File: src/rtl/tank_state_uart_tx.sv
// Serialises the local tank x/y/direction into a framed UART 8N1 packet once per vsync rise.
// Optional macro TANK_TX_CHECKSUM_EN appends an XOR checksum byte (5-byte packet instead of 4).
module tank_state_uart_tx #(
    parameter int unsigned CLK_FREQ  = 65000000,
    parameter int unsigned BAUD      = 115200,
    parameter logic [7:0]  SYNC_BYTE = 8'hA5
) (
    input  logic       clk,
    input  logic       rst,
    input  logic       vsync,
    input  logic       tx_en,
    input  logic [9:0] xpos_tank,
    input  logic [9:0] ypos_tank,
    input  logic [1:0] direction_tank,
    output logic       tx,
    output logic       busy,
    output logic       pkt_done
);

    localparam int unsigned DIV   = CLK_FREQ / BAUD;
    localparam int unsigned CNT_W = (DIV > 1) ? $clog2(DIV) : 1;
`ifdef TANK_TX_CHECKSUM_EN
    localparam int unsigned NBYTES = 5;
`else
    localparam int unsigned NBYTES = 4;
`endif
    localparam logic [CNT_W-1:0] CNT_LAST  = CNT_W'(DIV - 1);
    localparam logic [2:0]       BYTE_LAST = 3'(NBYTES - 1);

    typedef enum logic [2:0] {
        S_IDLE,
        S_START,
        S_DATA,
        S_STOP,
        S_DONE
    } state_t;

    state_t           state_q, state_d;
    logic [CNT_W-1:0] cnt_q, cnt_d;
    logic [2:0]       bit_q, bit_d;
    logic [2:0]       byte_q, byte_d;
    logic             pending_q, pending_d;
    logic             vsync_q;
    logic [9:0]       x_q, x_d;
    logic [9:0]       y_q, y_d;
    logic [1:0]       dir_q, dir_d;

    logic       trig;
    logic       bit_end;
    logic [7:0] cur_byte;
    logic [7:0] b1, b2, b3;

    assign trig    = vsync && !vsync_q && tx_en;
    assign bit_end = (cnt_q == CNT_LAST);

    assign b1 = x_q[7:0];
    assign b2 = {y_q[5:0], x_q[9:8]};
    assign b3 = {dir_q, 2'b00, y_q[9:6]};

    always_comb begin
        case (byte_q)
            3'd0:    cur_byte = SYNC_BYTE;
            3'd1:    cur_byte = b1;
            3'd2:    cur_byte = b2;
            3'd3:    cur_byte = b3;
`ifdef TANK_TX_CHECKSUM_EN
            default: cur_byte = b1 ^ b2 ^ b3;
`else
            default: cur_byte = '1;
`endif
        endcase
    end

    always_ff @(posedge clk or negedge rst) begin
        if (!rst) begin
            state_q   <= S_IDLE;
            cnt_q     <= '0;
            bit_q     <= '0;
            byte_q    <= '0;
            pending_q <= 1'b0;
            vsync_q   <= 1'b0;
            x_q       <= '0;
            y_q       <= '0;
            dir_q     <= '0;
        end else begin
            state_q   <= state_d;
            cnt_q     <= cnt_d;
            bit_q     <= bit_d;
            byte_q    <= byte_d;
            pending_q <= pending_d;
            vsync_q   <= vsync;
            x_q       <= x_d;
            y_q       <= y_d;
            dir_q     <= dir_d;
        end
    end

    always_comb begin
        state_d   = state_q;
        cnt_d     = cnt_q;
        bit_d     = bit_q;
        byte_d    = byte_q;
        pending_d = pending_q;
        x_d       = x_q;
        y_d       = y_q;
        dir_d     = dir_q;

        // Any trigger outside IDLE (DONE included) is remembered as a single pending request.
        if (trig && state_q != S_IDLE) begin
            pending_d = 1'b1;
        end

        case (state_q)
            S_IDLE: begin
                cnt_d = '0;
                if (trig || (pending_q && tx_en)) begin
                    state_d   = S_START;
                    pending_d = 1'b0;
                    bit_d     = '0;
                    byte_d    = '0;
                    x_d       = xpos_tank;
                    y_d       = ypos_tank;
                    dir_d     = direction_tank;
                end
            end
            S_START: begin
                cnt_d = bit_end ? '0 : cnt_q + 1'b1;
                if (bit_end) begin
                    state_d = S_DATA;
                    bit_d   = '0;
                end
            end
            S_DATA: begin
                cnt_d = bit_end ? '0 : cnt_q + 1'b1;
                if (bit_end) begin
                    if (bit_q == 3'd7) begin
                        state_d = S_STOP;
                    end else begin
                        bit_d = bit_q + 3'd1;
                    end
                end
            end
            S_STOP: begin
                cnt_d = bit_end ? '0 : cnt_q + 1'b1;
                if (bit_end) begin
                    if (byte_q == BYTE_LAST) begin
                        state_d = S_DONE;
                    end else begin
                        byte_d  = byte_q + 3'd1;
                        state_d = S_START;
                    end
                end
            end
            S_DONE: begin
                cnt_d   = '0;
                state_d = S_IDLE;
            end
            default: begin
                state_d = S_IDLE;
            end
        endcase

        if (!tx_en) begin
            pending_d = 1'b0;
        end
    end

    // Line level is decoded straight from state so an async reset forces idle-high at once.
    always_comb begin
        case (state_q)
            S_START: tx = 1'b0;
            S_DATA:  tx = cur_byte[bit_q];
            default: tx = 1'b1;
        endcase
    end

    assign busy     = (state_q == S_START) || (state_q == S_DATA) || (state_q == S_STOP);
    assign pkt_done = (state_q == S_DONE);

endmodule

File: config.mk
export PLATFORM = sky130hd
export DESIGN_NAME = tank_state_uart_tx
export DESIGN_NICKNAME = d
export VERILOG_FILES = /design/src/rtl/tank_state_uart_tx.sv
export SDC_FILE = /design/constraint.sdc
export NUM_CORES = 1
export LEC_CHECK = 0
export CAP_MARGIN = 25
export CORE_MARGIN = 4
export CORE_UTILIZATION = 55
export DETAILED_ROUTE_END_ITERATION = 12
export GPL_TIMING_DRIVEN = 0
export PLACE_DENSITY_LB_ADDON = 0.3
export RECOVER_POWER = 50
export REMOVE_ABC_BUFFERS = 1
export SYNTH_ARGS = -nofsm -noshare
export SYNTH_HDL_FRONTEND = slang
export SYNTH_SLANG_ARGS = --single-unit
File: constraint.sdc
create_clock -name clk -period 7.57 [get_ports clk]
set_clock_uncertainty 0.2 [all_clocks]
set_input_delay 2.271 -clock clk [delete_from_list [all_inputs] [get_ports clk]]
set_output_delay 2.271 -clock clk [all_outputs]
set_load 0.02 [all_outputs]
==> results.sh <==
export IMPL_status="finished, final reports clean"
export IMPL_rsz0062_at_grt="false"
export IMPL_drt_iter0_drc=62
export IMPL_viasPerCell=5.87
export IMPL_total_power_w=0.000643
export IMPL_synth_edf_count=0
export IMPL_path_cells="inv_1, ha_1, a21boi_0, o21ai_0, nand3_1, a41o_1, a31oi_1, clkdlybuf4s50_1"
export IMPL_synth_commonest_cells="dfrtp_1, nor2_1, nand2_1"
export IMPL_postCtsSetupBuffers=0
export IMPL_grt_ovfl_total=0
export IMPL_htreeDepth=2
export IMPL_place_area_sq_um=2640
export IMPL_syn_cell_area_sq_um=2360
export IMPL_clk_pin_slew_ns=0.09
export IMPL_root_buffer="clkbuf_8"
export IMPL_finalNetCount=276
export IMPL_cap_violations=0
export IMPL_path_max_fanout=12
export IMPL_wl_mm=4.61
export IMPL_grt_pass1_vias=1661
export IMPL_cp_required_ns=5.10
export IMPL_ios=29
export IMPL_ys_warn_count=0
export IMPL_cts_buffers_inserted=5
export IMPL_hold_class="register to register"
export IMPL_powerDensity_nw_per_um2=236
export IMPL_avgSynthCellArea_sq_um=10.9
export IMPL_crit_arrival_ns=2.88
export IMPL_gp_congestion=0.787
export IMPL_floorplan_core_area_sq_um=4090
export IMPL_synth_top_family_by_area="simple AND/OR/NAND/NOR gates"
export IMPL_synthCells=216
export IMPL_vias=1719
export IMPL_cpPeakStageDelay_ns=0.66
export IMPL_die_height_microns=73.6
export IMPL_crit_path_start_kind="register"
export IMPL_fin_crit_ns=5.35
export IMPL_synth_top_cell_area_share=0.455
export IMPL_synth_compound_area_frac=0.149
export IMPL_max_freq_mhz=187
export IMPL_cts_sinks=43
export IMPL_ys_flop_type="dfrtp_1"
export IMPL_grt_first_pass_wirelength_mm=7.94
export IMPL_synthMuxAreaShare=0.126
export IMPL_fin_crit_sh=0.707
export IMPL_grtUsageTotal=0.190
export IMPL_irDropWorstVdd_uv=130
export IMPL_die_area_sq_um=5410
export IMPL_worst_slew_pin_slew_ns=1.48
export IMPL_wl_per_cell_microns=15.7
export IMPL_rows=23
export IMPL_drc=0
export IMPL_drv_slew=0
export IMPL_fin_setup_tns_ns=0
export IMPL_ctsResizeCount=0
export IMPL_slew_headroom=0.0162
export IMPL_synthXorXnorAreaFrac=0.0222
export IMPL_ant_nets=0
export IMPL_dpl_hpwl_mm=3.15
export IMPL_area_growth_pct=15.3
export IMPL_numPortBuffers=28
export IMPL_endpoint_kind="output port"
export IMPL_detail_route_first_pass_iterations=4
export IMPL_synth_simple_area_share=0.154
export IMPL_insertedDiodeCount=0
export IMPL_place_inst=285
export IMPL_dieWidth_microns=73.6
export IMPL_synth_seq_area_share=0.455
export IMPL_async_flop_share=1.00
export IMPL_cts_hold_buf=0
export IMPL_fin_area_sq_um=2730
export IMPL_synth_cell_types=48
export IMPL_synthAdderAreaFrac=0.0423
export IMPL_grt_max_degree=29
export IMPL_slowest_stage="clkdlybuf4s50_1"
export IMPL_synth_seq_cells=43
export IMPL_timing_hold_ws_ns=0.313
export IMPL_drive_gt1_frac=0.152
export IMPL_yosys_top_cells_area="dfrtp_1, mux2_4, mux2_2"
export IMPL_worstSetupPathType="register to output port"
export IMPL_synth_area_leader_cell="dfrtp_1"
export IMPL_synth_most_common_cell="dfrtp_1"
export IMPL_tritoncts="built"
export IMPL_clk_path_buf_depth=2
export IMPL_leakagePower_nw=1.20
export IMPL_report_final_setup_viol=0
export IMPL_initial_core_util=0.579
export IMPL_finalHoldViolCount=0
export IMPL_instances_no_fill=293
export IMPL_clk_latency_ns=0.30
export IMPL_antenna_found_initial=0
## worst max-delay path: cells and delay by family (launching register included)
family                     cells  cell delay (ns)
adders and majority gates      1             0.40
DFF                            1             0.47
AOI/OAI and AO/OA              4             0.84
buffers and inverters          2             0.79
and+or+nand+nor                1             0.10
## metal layers
metal	wire, microns	global-route usage
met3	196	0.0342
met4	72	0.0744
met5	0	0
met2	2070	0.277
met1	2260	0.280
## final timing paths
check / from / endpoint / slack, ns / depth (start not counted)
worst max-delay path: byte_q[2] / tx / 2.22 / 8
worst min-delay path: y_q[7] / y_q[7] / 0.31 / 1
worst max register to register: cnt_q[0] / cnt_q[3] / 5.35 / 5
worst min register to register: y_q[7] / y_q[7] / 0.31 / 1
max in group asynchronous: rst / cnt_q[5] / 3.49 / 2
min in group asynchronous: rst / y_q[1] / 1.84 / 1
## sequential cells by signal, summed over array words and instances, names as in the netlist
register	flops
bit_q	3
y_q	10
byte_q	3
state_q	3
cnt_q	10
vsync_q	1
pending_q	1
x_q	10
dir_q	2
## logic make-up (layout without fill, tap and decap cells)
kind of cell,after synthesis,count (layout)
AND/OR/NAND/NOR,62,62
AO/OA/AOI/OAI,53,53
flip-flops,43,43
multiplexers,23,23
buffers and inverters,21,48
adder cells (fa/ha/maj),8,8
XOR/XNOR,6,6
## cell type report
class / count / area, sq um
flip-flops and latches: 43 / 1080
fillers: 337 / 1360
clock inverters: 2 / 35.0
repair buffers: 29 / 278
clock buffers: 6 / 82.6
multi-input cells: 152 / 1150
well taps: 50 / 62.6
inverters: 11 / 41.3
## where the power goes
group	internal (W)	total, W	switching [W]	leakage, nW
clock network	0.000107	0.000185	0.0000781	0.0612
registers	0.000281	0.000327	0.0000451	0.548
logic	0.0000761	0.000131	0.0000553	0.594
## layout by cell type, fill, tap and decap left out, types with 2 or more instances in the layout
master            n
o21a_1            3
nor3_1            3
a221oi_1          3
o21ai_1           4
clkbuf_8          6
clkbuf_1          2
ha_1              8
a21boi_0          3
o21ai_0          10
or3_1             2
xor2_1            4
nand3_1           6
mux2_2           11
a211oi_1          3
xnor2_1           2
a22oi_1           9
clkdlybuf4s50_1  27
nor2b_1           3
nand3b_1          2
nor2_1           17
nand2_1          14
a31oi_1           2
dfrtp_1          43
nand4_1           4
inv_1            10
a21oi_1          11
mux2_4           11
## metrics by stage
stage / worst slack [ns] / util
after floorplan: 3.27 / -
after global routing: 1.98 / 0.667
after CTS: 2.24 / 0.676
final: 2.22 / 0.667
after detailed placement: 2.65 / 0.647
after global placement: 2.63 / 0.643
No activity file was read; power rests on OpenSTA's default activity.
